==> src/rtl/serial_pkg.sv <==
`default_nettype none
// ============================================================================
// Module   : serial_pkg
// Brief    : Shared types and constants for the UART receive path and the
//            data-memory IO window. Optional build macro: RX_PARITY_EN.
// Revision : 1.0 - initial release
// ============================================================================
package serial_pkg;

    localparam int          SERIAL_DATA_BITS = 8;
    localparam logic [31:0] IO_ADDRESS_LOW   = 32'h0002_fff0;
    localparam logic [31:0] IO_ADDRESS_HIGH  = 32'h0002_ffff;

    typedef enum logic [2:0] {
        IDLE      = 3'd0,
        START     = 3'd1,
        DATA      = 3'd2,
        STOP      = 3'd3,
        WAIT_IDLE = 3'd4
`ifdef RX_PARITY_EN
        ,
        PARITY    = 3'd5
`endif
    } rx_state_t;

endpackage
`default_nettype wire

==> src/rtl/serial_rx_fifo.sv <==
`default_nettype none
// ============================================================================
// Module   : serial_rx_fifo
// Brief    : Show-ahead receive byte buffer; a push into a full FIFO is only
//            accepted when a pop happens in the same cycle.
// Revision : 1.0 - initial release
// ============================================================================
module serial_rx_fifo #(
    parameter int FIFO_DEPTH = 8,
    parameter int WIDTH      = 8
) (
    input  logic             clk,
    input  logic             reset,
    input  logic             push,
    input  logic [WIDTH-1:0] push_data,
    input  logic             pop,
    output logic [WIDTH-1:0] head,
    output logic             full,
    output logic             empty
);

    localparam int              c_ptr_w = (FIFO_DEPTH > 1) ? $clog2(FIFO_DEPTH) : 1;
    localparam logic [c_ptr_w:0] c_full = (c_ptr_w + 1)'(FIFO_DEPTH);

    logic [WIDTH-1:0]   r_mem [FIFO_DEPTH];
    logic [c_ptr_w-1:0] r_rd_ptr;
    logic [c_ptr_w-1:0] r_wr_ptr;
    logic [c_ptr_w:0]   r_count;
    logic               w_do_pop;
    logic               w_do_push;

    assign empty     = (r_count == '0);
    assign full      = (r_count == c_full);
    assign w_do_pop  = pop && !empty;
    assign w_do_push = push && (!full || w_do_pop);
    // Empty FIFO presents zero so the head matches the reset value.
    assign head      = empty ? '0 : r_mem[r_rd_ptr];

    always_ff @(posedge clk or posedge reset) begin
        if (reset) begin
            r_rd_ptr <= '0;
            r_wr_ptr <= '0;
            r_count  <= '0;
        end else begin
            if (w_do_push) r_wr_ptr <= r_wr_ptr + 1'b1;
            if (w_do_pop)  r_rd_ptr <= r_rd_ptr + 1'b1;
            case ({w_do_push, w_do_pop})
                2'b10:   r_count <= r_count + 1'b1;
                2'b01:   r_count <= r_count - 1'b1;
                default: r_count <= r_count;
            endcase
        end
    end

    always_ff @(posedge clk) begin
        if (w_do_push) r_mem[r_wr_ptr] <= push_data;
    end

endmodule
`default_nettype wire

==> src/rtl/serial_receiver.sv <==
`default_nettype none
// ============================================================================
// Module   : serial_receiver
// Brief    : UART 8N1 receiver (8E1 when RX_PARITY_EN is defined) feeding a
//            show-ahead byte FIFO with sticky overrun/framing/parity flags.
// Revision : 1.0 - initial release
// ============================================================================
module serial_receiver
    import serial_pkg::*;
#(
    parameter int CLKS_PER_BIT = 434,
    parameter int FIFO_DEPTH   = 8
) (
    input  logic       clk,
    input  logic       reset,
    input  logic       serial_rxd,
    output logic [7:0] rx_data,
    output logic       rx_data_available,
    input  logic       rx_data_taken,
    output logic       rx_overrun,
    output logic       rx_frame_error,
`ifdef RX_PARITY_EN
    output logic       rx_parity_error,
`endif
    input  logic       rx_clear_errors
);

    localparam int                 c_baud_w  = $clog2(CLKS_PER_BIT);
    localparam int                 c_bit_w   = $clog2(SERIAL_DATA_BITS);
    localparam logic [c_baud_w-1:0] c_bit_end  = c_baud_w'(CLKS_PER_BIT - 1);
    localparam logic [c_baud_w-1:0] c_half_end = c_baud_w'(CLKS_PER_BIT / 2 - 1);
    localparam logic [c_bit_w-1:0]  c_last_bit = c_bit_w'(SERIAL_DATA_BITS - 1);

    logic                        r_rxd_meta;
    logic                        r_rxd_s;
    rx_state_t                   r_state,  w_state_nxt;
    logic [c_baud_w-1:0]         r_baud,   w_baud_nxt;
    logic [c_bit_w-1:0]          r_bit,    w_bit_nxt;
    logic [SERIAL_DATA_BITS-1:0] r_shift,  w_shift_nxt;
    logic                        w_tick;
    logic                        w_push;
    logic                        w_frame_err_set;
    logic                        w_overrun_set;
    logic                        w_full;
    logic                        w_empty;
`ifdef RX_PARITY_EN
    logic                        r_par_bad, w_par_bad_nxt;
    logic                        w_par_err_set;
    logic                        r_parity_error;
`endif

    always_ff @(posedge clk or posedge reset) begin
        if (reset) begin
            r_rxd_meta <= 1'b1;
            r_rxd_s    <= 1'b1;
        end else begin
            r_rxd_meta <= serial_rxd;
            r_rxd_s    <= r_rxd_meta;
        end
    end

    always_ff @(posedge clk or posedge reset) begin
        if (reset) begin
            r_state   <= IDLE;
            r_baud    <= '0;
            r_bit     <= '0;
            r_shift   <= '0;
`ifdef RX_PARITY_EN
            r_par_bad <= 1'b0;
`endif
        end else begin
            r_state   <= w_state_nxt;
            r_baud    <= w_baud_nxt;
            r_bit     <= w_bit_nxt;
            r_shift   <= w_shift_nxt;
`ifdef RX_PARITY_EN
            r_par_bad <= w_par_bad_nxt;
`endif
        end
    end

    assign w_tick = (r_baud == c_bit_end);

    always_comb begin
        w_state_nxt     = r_state;
        w_baud_nxt      = r_baud + 1'b1;
        w_bit_nxt       = r_bit;
        w_shift_nxt     = r_shift;
        w_push          = 1'b0;
        w_frame_err_set = 1'b0;
`ifdef RX_PARITY_EN
        w_par_bad_nxt   = r_par_bad;
        w_par_err_set   = 1'b0;
`endif
        case (r_state)
            IDLE: begin
                w_baud_nxt = '0;
                w_bit_nxt  = '0;
                if (!r_rxd_s) w_state_nxt = START;
            end
            START: begin
                // Mid-start-bit recheck rejects short glitches on the line.
                if (r_baud == c_half_end) begin
                    w_baud_nxt  = '0;
                    w_state_nxt = r_rxd_s ? IDLE : DATA;
                end
            end
            DATA: begin
                if (w_tick) begin
                    w_baud_nxt  = '0;
                    w_shift_nxt = {r_rxd_s, r_shift[SERIAL_DATA_BITS-1:1]};
                    w_bit_nxt   = r_bit + 1'b1;
                    if (r_bit == c_last_bit) begin
`ifdef RX_PARITY_EN
                        w_state_nxt = PARITY;
`else
                        w_state_nxt = STOP;
`endif
                    end
                end
            end
`ifdef RX_PARITY_EN
            PARITY: begin
                if (w_tick) begin
                    w_baud_nxt    = '0;
                    w_par_bad_nxt = r_rxd_s ^ (^r_shift);
                    w_state_nxt   = STOP;
                end
            end
`endif
            STOP: begin
                if (w_tick) begin
                    w_baud_nxt = '0;
`ifdef RX_PARITY_EN
                    w_par_err_set = r_par_bad;
`endif
                    if (r_rxd_s) begin
`ifdef RX_PARITY_EN
                        w_push = !r_par_bad;
`else
                        w_push = 1'b1;
`endif
                        w_state_nxt = IDLE;
                    end else begin
                        w_frame_err_set = 1'b1;
                        w_state_nxt     = WAIT_IDLE;
                    end
                end
            end
            WAIT_IDLE: begin
                w_baud_nxt = '0;
                if (r_rxd_s) w_state_nxt = IDLE;
            end
            default: begin
                w_state_nxt = IDLE;
                w_baud_nxt  = '0;
            end
        endcase
    end

    // A full FIFO only has a free slot if the head leaves in the same cycle.
    assign w_overrun_set = w_push && w_full && !rx_data_taken;

    always_ff @(posedge clk or posedge reset) begin
        if (reset) begin
            rx_overrun     <= 1'b0;
            rx_frame_error <= 1'b0;
        end else begin
            if (w_overrun_set)        rx_overrun <= 1'b1;
            else if (rx_clear_errors) rx_overrun <= 1'b0;
            if (w_frame_err_set)      rx_frame_error <= 1'b1;
            else if (rx_clear_errors) rx_frame_error <= 1'b0;
        end
    end

`ifdef RX_PARITY_EN
    always_ff @(posedge clk or posedge reset) begin
        if (reset)                r_parity_error <= 1'b0;
        else if (w_par_err_set)   r_parity_error <= 1'b1;
        else if (rx_clear_errors) r_parity_error <= 1'b0;
    end
    assign rx_parity_error = r_parity_error;
`endif

    serial_rx_fifo #(
        .FIFO_DEPTH (FIFO_DEPTH),
        .WIDTH      (SERIAL_DATA_BITS)
    ) u_fifo (
        .clk       (clk),
        .reset     (reset),
        .push      (w_push),
        .push_data (r_shift),
        .pop       (rx_data_taken),
        .head      (rx_data),
        .full      (w_full),
        .empty     (w_empty)
    );

    assign rx_data_available = !w_empty;

endmodule
`default_nettype wire

==> config.mk <==
export PLATFORM = sky130hd
export DESIGN_NAME = serial_receiver
export DESIGN_NICKNAME = d
export VERILOG_FILES = /design/src/rtl/serial_pkg.sv /design/src/rtl/serial_rx_fifo.sv /design/src/rtl/serial_receiver.sv
export SDC_FILE = /design/constraint.sdc
export NUM_CORES = 1
export LEC_CHECK = 0
export CAP_MARGIN = 20
export CORE_AREA = 4 4 103 105
export CTS_CLUSTER_DIAMETER = 150
export DETAILED_ROUTE_END_ITERATION = 16
export DIE_AREA = 0 0 107 109
export SLEW_MARGIN = 20
export SYNTH_ARGS = -nofsm -noshare
export SYNTH_HDL_FRONTEND = slang
export SYNTH_SLANG_ARGS = --single-unit
==> constraint.sdc <==
create_clock -name clk -period 5.1 [get_ports clk]
set_input_delay 0.51 -clock clk [delete_from_list [all_inputs] [get_ports clk]]
set_output_delay 0.51 -clock clk [all_outputs]
set_load 0.02 [all_outputs]
==> results.md <==
- Drt drc: 0
- Setup TNS: 0 ns
- Leakage: 1.86 nW
- # fillers: 826
- Outcome: completed
- Syn nets: 283
- Worst-path cell chain: inv_1, ha_1, nand4bb_4, nor4_2, nand3_1, ha_1, xor2_1, ha_1, a21oi_1, xor2_1, nor2_1, xor2_1
- Cell Int Power: 1.10 mW
- Initial antenna violation count: 0
- Post-route cell area: 4850 um2
- Worst setup path category: reg -> reg
- Vias/cell: 5.14
- Crit-path max cell delay: 0.58 ns
- Synth cell types: 48
- Peak supply drop: 0.162 mV
- Longest Clk Path Bufs: 2
- Final Critical Period: 3.22 ns
- Post-CTS Hold Fix Bufs: 0
- Nets: 298
- Synthesized area: 4320 um2
- Cts repair resizes: 0
- HP Class: reg -> reg
- RSZ-0062 raised after global routing: no
- Routed vias: 2162
- Later-pin clock latency in the skew report: 0.36 ns
- P_sw: 296 uW
- CP Capture Type: flop
- Syn avg cell area: 16.1 um2
- Post-synth EDFFs: 64
- Die area: 11700 um2
- GR Util All Layers: 13.4%
- Ports: 16
- TritonRoute pass-1 iters: 4
- Routed len/inst: 16.7 um
- GP Congestion: 0.757
- Final HPWL DP: 4.63 mm
- Worst path buffer plus inverter count: 1
- Clock sinks: 101
- DRT iter0 DRCs: 111
- Fin. Hold Viols: 0
- Rel. slew slack: 31.4%
- Max Cap Violations: 0
- Final WS setup: 1.88 ns
- First-pass GRT wire length: 12.0 mm
- Core area: 9640 um2
- Clock skew: 0.0148 ns
- DIE WIDTH: 107 um
- CTS root buffer: clkbuf_8
- CTS buffer count: 9
- Number of global-route vias before repair: 2246
- DRT antenna net count: 0
- Crit path DAT: 3.47 ns
- CTS HTree Levels: 3
- Req. time, crit path: 5.35 ns
- Critical path fanouts, max: 12
- ANT cells: 0
- WHS: 0.355 ns
- TritonCTS clock tree: built
- Design Power: 1.40 mW
- Warnings from Yosys: 0
- Share of flip-flops with an asynchronous set or reset: 36.6%
- Worst slew pin tran: 1.02 ns
- Worst-path clk slew: 0.11 ns
- CP delay by family, top: simple AND/OR/NAND/NOR gates
- Clock share of power: 37.4%
- Placed Area: 4630 um2
- Fmax: 0.310 GHz
- Cell Rows: 36
- Predominant post-synthesis flop cell: edfxtp_1
- Initial Utilization: 44.8%
- Reg2Reg Setup Slack: 1.88 ns
- Pins Over Slew Limit: 0
- Final wirelength: 7.04 mm
- Final period util: 63.2%
- Worst Setup Start Kind: flop
- I/O Buffers: 15
- Sequential share of power: 61.9%
- Crit path max-delay cell type: nand3_1
- Most frequent cells in the layout: edfxtp_1 (64), dfrtp_1 (34), nor2_1 (20)
- Mapped Cells: 268
- Post-CTS Setup Bufs: 0
- Flop and latch count out of synthesis: 101
- Leading cell type in the layout, fill and taps excluded: edfxtp_1
- Setup violators final: 0
- Comb pwr share: 0.8%
- DIE HEIGHT: 109 um
- Layout cells sized above 1: 21.9%
- PD cells: 288 nW/um2
- Largest net degree at the start of global routing: 38
- GRT overflow: 0
- Sequential area share after synthesis: 66.0%
- Sw frac: 21.2%
- Area Overhead vs Synth: 12.3%
- Dpl ws: 1.85 ns
## cell families (layout without fill, tap and decap cells)
kind of cell | Yosys count | in the layout | synth area share (%)
mux | 38 | 38 | 13.8
buf+inv | 24 | 44 | 2.69
compound gates | 15 | 15 | 2.23
simple gates | 64 | 64 | 9.15
fa+ha+maj | 10 | 10 | 2.90
xor+xnor | 16 | 16 | 3.24
flops | 101 | 101 | 66.0
## worst paths after layout
check,from,to,depth (start not counted)
max,r_baud[1],u_fifo.r_count[2],12
min,r_rxd_meta,r_rxd_s,0
max reg2reg,r_baud[1],u_fifo.r_count[2],12
min reg2reg,r_rxd_meta,r_rxd_s,0
max in group asynchronous,reset,u_fifo.r_rd_ptr[0],3
min in group asynchronous,reset,u_fifo.r_wr_ptr[0],3
## per-layer routing
metal,GRT usage (%),wire length (um)
met1,18.5,3410
met3,3.02,184
met4,3.84,87
met2,21.4,3360
met5,0,0
## synthesized netlist by cell type, drive strengths merged (2+ instances only)
master  number  area [um2]
edfxtp      64        1920
dfrtp       35         876
nor2        21        81.3
mux4        16         360
inv         12        45.0
mux2        11         128
mux2i       11         110
ha          10         125
xor2        10        87.6
buf          8        56.3
nand2        6        22.5
xnor2        6        52.6
a21oi        5        25.0
nand3        5        30.0
nor3         5        25.0
nor4         5        52.6
clkbuf       4        15.0
nand2b       3        18.8
nand4        3        18.8
o21ai        3        15.0
and2         2        15.0
dfstp        2        52.6
nand3b       2        15.0
nand4b       2        17.5
nor3b        2        15.0
nor4b        2        17.5
o22ai        2        12.5
## per-stage QoR
step           instances  util, %
2_1_floorplan        268        -
4_1_cts              421     50.2
3_3_place_gp         405     47.7
6_report             421     50.4
5_1_grt              421     50.4
3_5_place_dp         405     48.0
## sequential cells by signal, summed over array words and instances, names as in the netlist
name and cells:
r_baud 9, r_bit 3, r_rxd_meta 1, r_rxd_s 1, r_shift 8, r_state 3, rx_frame_error 1, rx_overrun 1
u_fifo.r_count 4, u_fifo.r_mem 64, u_fifo.r_rd_ptr 3, u_fifo.r_wr_ptr 3
## power by group through the flow
| stage | logic, mW | registers (mW) | clock network [mW] |
|---|---|---|---|
| after floorplan | 0.00608 | 0.881 | 0 |
| after global placement | 0.0111 | 0.882 | 0 |
| after detailed placement | 0.0112 | 0.882 | 0 |
| after CTS | 0.0112 | 0.865 | 0.535 |
| after global routing | 0.0125 | 0.865 | 0.566 |
| final | 0.0105 | 0.864 | 0.522 |
## layout make-up
class	count	area (um2)	share of cell area, %
clock inverter	7	82.6	1.70
inverter	12	45.0	0.928
multi-input combinational	143	1430	29.4
timing repair buffer	16	158	3.25
sequential	101	2850	58.8
clock buffer	9	124	2.55
tap	133	166	3.43
## worst reg2reg max path: cells and delay by family (launching register included)
kind,cells,cell delay [ns]
adder cells (fa/ha/maj),3,0.91
XOR/XNOR,3,0.46
flip-flops,1,0.42
buffers and inverters,1,0.09
AND/OR/NAND/NOR,4,1.10
AO/OA/AOI/OAI,1,0.14
No activity file was read; power rests on OpenSTA's default activity.
